===== src/rtl/audio_pkg.sv =====
// -----------------------------------------------------------------------------
// audio_pkg
// Shared definitions for the audio sample fetch controller:
//   - fetch FSM state encoding
//   - host register window addresses and control bit positions
//   - desync detection threshold and frame counter width
//   - packed status register layout
// -----------------------------------------------------------------------------
package audio_pkg;

    typedef enum logic [1:0] {
        ST_IDLE    = 2'd0,
        ST_POP     = 2'd1,
        ST_CAPTURE = 2'd2,
        ST_HOLD    = 2'd3
    } fetch_state_t;

    // Byte-wide host register window
    localparam int ADDR_L0   = 0;
    localparam int ADDR_L1   = 1;
    localparam int ADDR_L2   = 2;
    localparam int ADDR_R0   = 3;
    localparam int ADDR_R1   = 4;
    localparam int ADDR_R2   = 5;
    localparam int ADDR_STAT = 6;
    localparam int ADDR_CTRL = 7;

    // Control register bit positions
    localparam int CTRL_EN      = 0;
    localparam int CTRL_IRQ_EN  = 1;
    localparam int CTRL_CLR_ERR = 2;

    // Consecutive one-sided-empty cycles in IDLE before desync is flagged
    localparam int DESYNC_CYCLES = 4;

    localparam int FRAME_CNT_W = 8;

    // Status register payload, LSB first: hold_valid, l_empty, r_empty,
    // underrun, desync. Upper bits of the register read as zero.
    typedef struct packed {
        logic desync;
        logic underrun;
        logic r_empty;
        logic l_empty;
        logic hold_valid;
    } stat_bits_t;

endpackage


===== src/rtl/audio_fetch_regs.sv =====
// -----------------------------------------------------------------------------
// audio_fetch_regs
// Control/status register file and host read mux for the audio fetch
// controller. Holds the captured stereo frame, frame counter, error flags
// and control bits, and derives the frame-consume pulse for the FSM.
//
// Ports:
//   i_clk, i_reset        system clock, synchronous active-high reset
//   i_address/i_read/
//   i_write/i_datain      registered host access
//   o_dataout             combinational read mux
//   i_l_rdempty/
//   i_r_rdempty           FIFO empty flags (reported in status)
//   i_capture             FSM is in CAPTURE: latch FIFO outputs this cycle
//   i_lsample/i_rsample   FIFO q data
//   i_desync_evt          desync condition met this cycle
//   o_en                  fetch enable
//   o_consume             host read of the last byte with a frame held
//   o_frame_irq           registered hold_valid & irq_en
// -----------------------------------------------------------------------------
module audio_fetch_regs
    import audio_pkg::*;
#(
    parameter int ADDRESS_WIDTH = 3,
    parameter int DATA_WIDTH    = 8,
    parameter int AUD_BIT_DEPTH = 24
) (
    input  logic                     i_clk,
    input  logic                     i_reset,
    input  logic [ADDRESS_WIDTH-1:0] i_address,
    input  logic                     i_read,
    input  logic                     i_write,
    input  logic [DATA_WIDTH-1:0]    i_datain,
    output logic [DATA_WIDTH-1:0]    o_dataout,
    input  logic                     i_l_rdempty,
    input  logic                     i_r_rdempty,
    input  logic                     i_capture,
    input  logic [AUD_BIT_DEPTH-1:0] i_lsample,
    input  logic [AUD_BIT_DEPTH-1:0] i_rsample,
    input  logic                     i_desync_evt,
    output logic                     o_en,
    output logic                     o_consume,
    output logic                     o_frame_irq
);

    logic [AUD_BIT_DEPTH-1:0] r_lhold;
    logic [AUD_BIT_DEPTH-1:0] r_rhold;
    logic                     r_hold_valid;
    logic [FRAME_CNT_W-1:0]   r_frame_cnt;
    logic                     r_en;
    logic                     r_irq_en;
    logic                     r_underrun;
    logic                     r_desync;
    logic                     r_frame_irq;

    logic       w_rd_last;
    logic       w_underrun_evt;
    logic       w_ctrl_wr;
    logic       w_clr_err;
    stat_bits_t w_stat;
    logic       w_unused;

    // Only the low control bits are defined; the rest of the write byte is dropped.
    assign w_unused = &{1'b0, i_datain[DATA_WIDTH-1:CTRL_CLR_ERR+1]};

    // The last byte of the frame is the consume point.
    assign w_rd_last      = i_read && (i_address == ADDRESS_WIDTH'(ADDR_R2));
    assign o_consume      = w_rd_last && r_hold_valid;
    assign w_underrun_evt = w_rd_last && !r_hold_valid;

    assign w_ctrl_wr = i_write && (i_address == ADDRESS_WIDTH'(ADDR_CTRL));
    assign w_clr_err = w_ctrl_wr && i_datain[CTRL_CLR_ERR];

    assign o_en        = r_en;
    assign o_frame_irq = r_frame_irq;

    always_ff @(posedge i_clk) begin
        if (i_reset) begin
            r_lhold      <= '0;
            r_rhold      <= '0;
            r_hold_valid <= 1'b0;
            r_frame_cnt  <= '0;
            r_en         <= 1'b0;
            r_irq_en     <= 1'b0;
            r_underrun   <= 1'b0;
            r_desync     <= 1'b0;
            r_frame_irq  <= 1'b0;
        end else begin
            if (w_ctrl_wr) begin
                r_en     <= i_datain[CTRL_EN];
                r_irq_en <= i_datain[CTRL_IRQ_EN];
            end

            // Capture and consume are mutually exclusive: capture only
            // happens while nothing is held.
            if (i_capture) begin
                r_lhold      <= i_lsample;
                r_rhold      <= i_rsample;
                r_hold_valid <= 1'b1;
                r_frame_cnt  <= r_frame_cnt + FRAME_CNT_W'(1);
            end else if (o_consume) begin
                r_hold_valid <= 1'b0;
            end

            // A new error event takes priority over a simultaneous clear.
            if (w_underrun_evt)
                r_underrun <= 1'b1;
            else if (w_clr_err)
                r_underrun <= 1'b0;

            if (i_desync_evt)
                r_desync <= 1'b1;
            else if (w_clr_err)
                r_desync <= 1'b0;

            r_frame_irq <= r_hold_valid & r_irq_en;
        end
    end

    assign w_stat = '{desync:     r_desync,
                      underrun:   r_underrun,
                      r_empty:    i_r_rdempty,
                      l_empty:    i_l_rdempty,
                      hold_valid: r_hold_valid};

    always_comb begin
        o_dataout = '0;
        case (i_address)
            ADDRESS_WIDTH'(ADDR_L0):   o_dataout = r_lhold[DATA_WIDTH-1:0];
            ADDRESS_WIDTH'(ADDR_L1):   o_dataout = r_lhold[2*DATA_WIDTH-1:DATA_WIDTH];
            ADDRESS_WIDTH'(ADDR_L2):   o_dataout = r_lhold[3*DATA_WIDTH-1:2*DATA_WIDTH];
            ADDRESS_WIDTH'(ADDR_R0):   o_dataout = r_rhold[DATA_WIDTH-1:0];
            ADDRESS_WIDTH'(ADDR_R1):   o_dataout = r_rhold[2*DATA_WIDTH-1:DATA_WIDTH];
            ADDRESS_WIDTH'(ADDR_R2):   o_dataout = r_rhold[3*DATA_WIDTH-1:2*DATA_WIDTH];
            ADDRESS_WIDTH'(ADDR_STAT): o_dataout = DATA_WIDTH'(w_stat);
            ADDRESS_WIDTH'(ADDR_CTRL): o_dataout = DATA_WIDTH'(r_frame_cnt);
            default:                   o_dataout = '0;
        endcase
    end

endmodule


===== src/rtl/audio_fetch_ctrl.sv =====
// -----------------------------------------------------------------------------
// audio_fetch_ctrl
// Pops the left/right audio FIFOs in lockstep, holds one stereo frame and
// exposes it as byte registers to the host. The host releases the frame by
// reading its last byte; only then is the next pair popped. Reports a desync
// when exactly one FIFO stays empty while enabled, and an underrun when the
// host reads the last byte with nothing held.
//
// Ports:
//   i_clk, i_reset           system clock (also FIFO read clock), sync reset
//   i_address, i_read,
//   i_write, i_datain        registered host register access
//   o_dataout                combinational register read data
//   i_l_rdempty/i_r_rdempty  FIFO empty flags
//   i_lsound_fifo/
//   i_rsound_fifo            FIFO q, valid the cycle after a pop
//   o_l_read/o_r_read        FIFO pops (one cycle, always together)
//   o_frame_irq              level interrupt while a frame is held
// -----------------------------------------------------------------------------
module audio_fetch_ctrl
    import audio_pkg::*;
#(
    parameter int ADDRESS_WIDTH = 3,
    parameter int DATA_WIDTH    = 8,
    parameter int AUD_BIT_DEPTH = 24
) (
    input  logic                     i_clk,
    input  logic                     i_reset,
    input  logic [ADDRESS_WIDTH-1:0] i_address,
    input  logic                     i_read,
    input  logic                     i_write,
    input  logic [DATA_WIDTH-1:0]    i_datain,
    output logic [DATA_WIDTH-1:0]    o_dataout,
    input  logic                     i_l_rdempty,
    input  logic                     i_r_rdempty,
    input  logic [AUD_BIT_DEPTH-1:0] i_lsound_fifo,
    input  logic [AUD_BIT_DEPTH-1:0] i_rsound_fifo,
    output logic                     o_l_read,
    output logic                     o_r_read,
    output logic                     o_frame_irq
);

    localparam int MIS_W = $clog2(DESYNC_CYCLES) + 1;

    fetch_state_t     r_state;
    logic             r_l_read;
    logic             r_r_read;
    logic [MIS_W-1:0] r_mis_cnt;

    logic w_en;
    logic w_consume;
    logic w_capture;
    logic w_both_ready;
    logic w_mismatch;
    logic w_desync_evt;

    assign w_capture    = (r_state == ST_CAPTURE);
    assign w_both_ready = !i_l_rdempty && !i_r_rdempty;
    // Desync is only judged while waiting to pop, with fetching enabled.
    assign w_mismatch   = (r_state == ST_IDLE) && w_en && (i_l_rdempty ^ i_r_rdempty);
    // r_mis_cnt holds the number of preceding mismatch cycles, so this
    // fires on the DESYNC_CYCLES-th consecutive one.
    assign w_desync_evt = w_mismatch && (r_mis_cnt >= MIS_W'(DESYNC_CYCLES - 1));

    assign o_l_read = r_l_read;
    assign o_r_read = r_r_read;

    always_ff @(posedge i_clk) begin
        if (i_reset) begin
            r_state   <= ST_IDLE;
            r_l_read  <= 1'b0;
            r_r_read  <= 1'b0;
            r_mis_cnt <= '0;
        end else begin
            r_l_read <= 1'b0;
            r_r_read <= 1'b0;

            if (!w_mismatch)
                r_mis_cnt <= '0;
            else if (r_mis_cnt < MIS_W'(DESYNC_CYCLES - 1))
                r_mis_cnt <= r_mis_cnt + MIS_W'(1);

            case (r_state)
                ST_IDLE: begin
                    if (w_en && w_both_ready) begin
                        r_state  <= ST_POP;
                        r_l_read <= 1'b1;   // pop strobe lives exactly in POP
                        r_r_read <= 1'b1;
                    end
                end
                ST_POP:     r_state <= ST_CAPTURE;
                ST_CAPTURE: r_state <= ST_HOLD;
                ST_HOLD: begin
                    if (w_consume)
                        r_state <= ST_IDLE;
                end
                default:    r_state <= ST_IDLE;
            endcase
        end
    end

    audio_fetch_regs #(
        .ADDRESS_WIDTH (ADDRESS_WIDTH),
        .DATA_WIDTH    (DATA_WIDTH),
        .AUD_BIT_DEPTH (AUD_BIT_DEPTH)
    ) u_regs (
        .i_clk        (i_clk),
        .i_reset      (i_reset),
        .i_address    (i_address),
        .i_read       (i_read),
        .i_write      (i_write),
        .i_datain     (i_datain),
        .o_dataout    (o_dataout),
        .i_l_rdempty  (i_l_rdempty),
        .i_r_rdempty  (i_r_rdempty),
        .i_capture    (w_capture),
        .i_lsample    (i_lsound_fifo),
        .i_rsample    (i_rsound_fifo),
        .i_desync_evt (w_desync_evt),
        .o_en         (w_en),
        .o_consume    (w_consume),
        .o_frame_irq  (o_frame_irq)
    );

endmodule


===== config.mk =====
export PLATFORM = sky130hd
export DESIGN_NAME = audio_fetch_ctrl
export DESIGN_NICKNAME = d
export VERILOG_FILES = /design/src/rtl/audio_pkg.sv /design/src/rtl/audio_fetch_regs.sv /design/src/rtl/audio_fetch_ctrl.sv
export SDC_FILE = /design/constraint.sdc
export NUM_CORES = 1
export LEC_CHECK = 0
export ABC_AREA = 0
export CAP_MARGIN = 15
export CORE_MARGIN = 2
export CORE_UTILIZATION = 50
export CTS_BUF_LIST = sky130_fd_sc_hd__clkbuf_16
export CTS_CLUSTER_SIZE = 30
export DETAILED_ROUTE_END_ITERATION = 10
export PLACE_DENSITY = 0.8
export SYNTH_ARGS = -nofsm -noshare
export SYNTH_HDL_FRONTEND = slang
export SYNTH_SLANG_ARGS = --single-unit

===== constraint.sdc =====
create_clock -name i_clk -period 2 [get_ports i_clk]
set_input_delay 0.3 -clock i_clk [delete_from_list [all_inputs] [get_ports i_clk]]
set_output_delay 0.3 -clock i_clk [all_outputs]
set_load 0.01 [all_outputs]

==> summary.md <==
| Metric | Value |
|---|---|
| Most area-consuming cells after synthesis | `dfxtp_1 (43%), mux2i_1 (20%), nor2_1 (8.5%)` |
| CTS Root Cell | `clkbuf_16` |
| Share of the synthesized area in the top cell type | `0.432` |
| Design area | `~0.0044 mm²` |
| HP Class | `reg2reg` |
| Ports | `76` |
| Hold slack | `~0.43 ns` |
| RePlAce Congestion | `roughly 0.84` |
| Cell variety after synth | `36` |
| Leakage | `1.63 nW` |
| DR vias | `roughly 2.6k` |
| Synth top cells by count | `nor2_1 (71), dfxtp_1 (68), mux2i_1 (64), nand2_1 (13), buf_2 (10)` |
| Vias in the first global route | `2640` |
| Detailed Route Iter0 Violations | `about 180` |
| Seq cells post-synth | `68` |
| Status | `finished, final reports clean` |
| Largest net degree at the start of global routing | `39` |
| Layout cells sized above 1 | `0.139` |
| Synth Cell Area | `approximately 0.0032 mm²` |
| Starting Density | `0.526` |
| Clock-pin slew on the worst setup and hold paths | `around 0.050 ns` |
| Unrepaired setup endpoints after global routing | `false` |
| Synth warnings | `0` |
| Period minus WS final | `1.87 ns` |
| First-pass GRT wire length | `13200 µm` |
| Final number of hold-violating endpoints | `0` |
| Final #Nets | `478` |
| Worst Setup Path Type | `in2out` |
| Hold EP | `u_regs.o_frame_irq` |
| Ant diodes | `0` |
| Tcrit/Tclk final | `0.934` |
| CP Data Required Time | `between 1.5 and 2 ns` |
| Fin. max-slew vios | `0` |
| Die Y-Extent | `between 80 and 90 µm` |
| Placed Area | `around 0.0040 mm²` |
| Synthesized Nets | `around 400` |
| Die area | `roughly 0.0070 mm²` |
| Hold path depth | `2` |
| Async SR Flop Fraction | `0` |
| Skew-Pair Late Insertion Delay | `roughly 0.33 ns` |
| CTS Buf Count | `9` |
| Hold_sp | `u_regs.r_irq_en` |
| Worst Setup Start Kind | `input pin` |
| Core ar. | `0.00599 mm²` |
| Peak VDD IR | `0.000907 V` |
| CTS tree | `done` |
| Reg2reg end | `u_regs.r_frame_cnt[7]` |
| CP endpoint kind | `output pin` |
| Post-synth EDFFs | `0` |
| CTS Hold Bufs | `0` |
| WL final | `7840 µm` |
| WL per Instance | `approximately 16 µm` |
| Post-DP HPWL | `5490 µm` |
| Max Clk Rate | `0.535 GHz` |
| IO Port Bufs | `70` |
| H-tree levels | `3` |
| Final core utilization | `0.728` |
| Flop-to-flop setup slack | `roughly 0.42 ns` |
| Tot GR Track Use | `0.241` |
| PwrDens | `854 mW/mm²` |
| Worst R2R Path Depth | `5` |
| # DRC | `0` |
| Post-Syn Instances | `around 330` |
| Largest area contributor in the synthesized netlist | `dfxtp_1` |
| Worst Path Max Fanout | `6` |
| Placement row count | `28` |
| Max_slew headroom | `0.639` |
| Worst R2R Start | `r_state[0]` |
| Most common cell in the netlist | `nor2_1` |
| Worst-Margin Slew | `0.541 ns` |
| Bufs on Longest Clock Path | `2` |
| Mapped Avg Cell Area | `a little under 10 µm²` |
| Setup TNS | `0 ns` |
| Sequential cell area fraction in the yosys report | `0.432` |
| Clk sinks | `between 60 and 70` |
| ANT nets after route | `0` |
| WP data arrival | `1.57 ns` |
| Grt ovf | `0` |
| Drt via density | `between 5 and 6` |
| Worst-case clock skew | `around 0.0055 ns` |
| DR pass1 iterations | `5` |
| Initial antenna violation count | `0` |
| Die W | `between 80 and 90 µm` |
| Area Overhead vs Synth | `38.4%` |
| Final setup viols | `0` |
| Max-cap violation count | `0` |
| Ys flop type | `dfxtp_1` |
layout make-up:
cell class                      instances  area (µm²)
Multi-Input combinational cell        225        1650
Fill cell                             450        1630
Sequential cell                        68        1360
Timing Repair Buffer                   92         906
Clock buffer                            9         225
Tap cell                               75        93.8
Clock inverter                          7        91.3
Inverter                                9        33.8
metal layers:
metal | up-vias | wire length (µm) | track usage | part of all wire
li1 | 1288 | - | - | -
met1 | 1221 | 3470 | 0.303 | 0.44
met2 | 86 | 3690 | 0.383 | 0.47
met3 | 12 | 532 | 0.0815 | 0.068
met4 | 0 | 147 | 0.0879 | 0.019
met5 | - | 0 | 0 | 0
cell families after synthesis:
kind of cell               Yosys count  share of synthesized area
AOI/OAI and AO/OA                   36                     0.0798
xor gates and xnor gates             5                     0.0139
adders and majority gates            8                     0.0318
buffers and inverters               32                     0.0481
DFF                                 68                      0.432
muxes                               70                      0.243
and+or+nand+nor                    106                      0.152
how the worst max path moves through the flow:
stage,startpoint,endpoint,cells after the start
2_1_floorplan,i_address[2],o_dataout[4],4
3_3_place_gp,i_address[1],o_dataout[4],5
3_5_place_dp,i_address[1],o_dataout[4],5
4_1_cts,i_address[2],o_dataout[7],6
5_1_grt,i_address[1],o_dataout[3],7
6_report,i_address[0],o_dataout[0],5
stage by stage:
step | total power (W) | setup slack, ns | instances
after detailed placement | 0.00208 | -0.633 | 465
final | 0.00372 | 0.132 | 485
after global placement | 0.00205 | -0.599 | 465
after CTS | 0.00375 | 0.00555 | 485
after floorplan | 0.00183 | 0.453 | 325
after global routing | 0.00386 | 0.0291 | 485
worst max-delay path, cell delays in order:
cell and delay (ns):
dlygate4sd2_1 0.27, buf_6 0.14, or3_4 0.42, o22a_1 0.22, clkdlybuf4s15_2 0.22
what timing repair did:
item / CTS / global route
setup buffers: 2 / 0
pin swaps: 1 / 0
gates resized for setup: 34 / 3
endpoints found under the setup margin: 8 / 6
gates cloned: 2 / 0
endpoints found under the hold margin: 0 / 0
state kept, by name (all words and copies together) (netlist names), 2 cells and up:
register	flops
r_state	2
u_regs.r_frame_cnt	8
r_mis_cnt	3
u_regs.r_lhold	24
u_regs.r_rhold	24
cells in the final DEF, fill, tap and decap left out, types with 7 or more instances in the layout:
cell type        synthesis  final
a21oi_1                  8      8
buf_4                    3     15
nor2_1                  71     71
inv_1                    9      9
clkbuf_16                0      9
nand2_1                 13     13
dfxtp_1                 68     67
mux2i_1                 64     64
a211oi_1                 8      8
clkdlybuf4s50_1          0     58
ha_1                     8      7
power by group:
part / leakage (nW) / internal, W / total (W) / switching, W
sequential: 0.549 / 0.00143 / 0.00148 / 0.0000522
clock: 0.145 / 0.00108 / 0.00166 / 0.000580
combinational: 0.940 / 0.000329 / 0.000583 / 0.000253
Note: power is estimated with default switching activity, not from simulation.
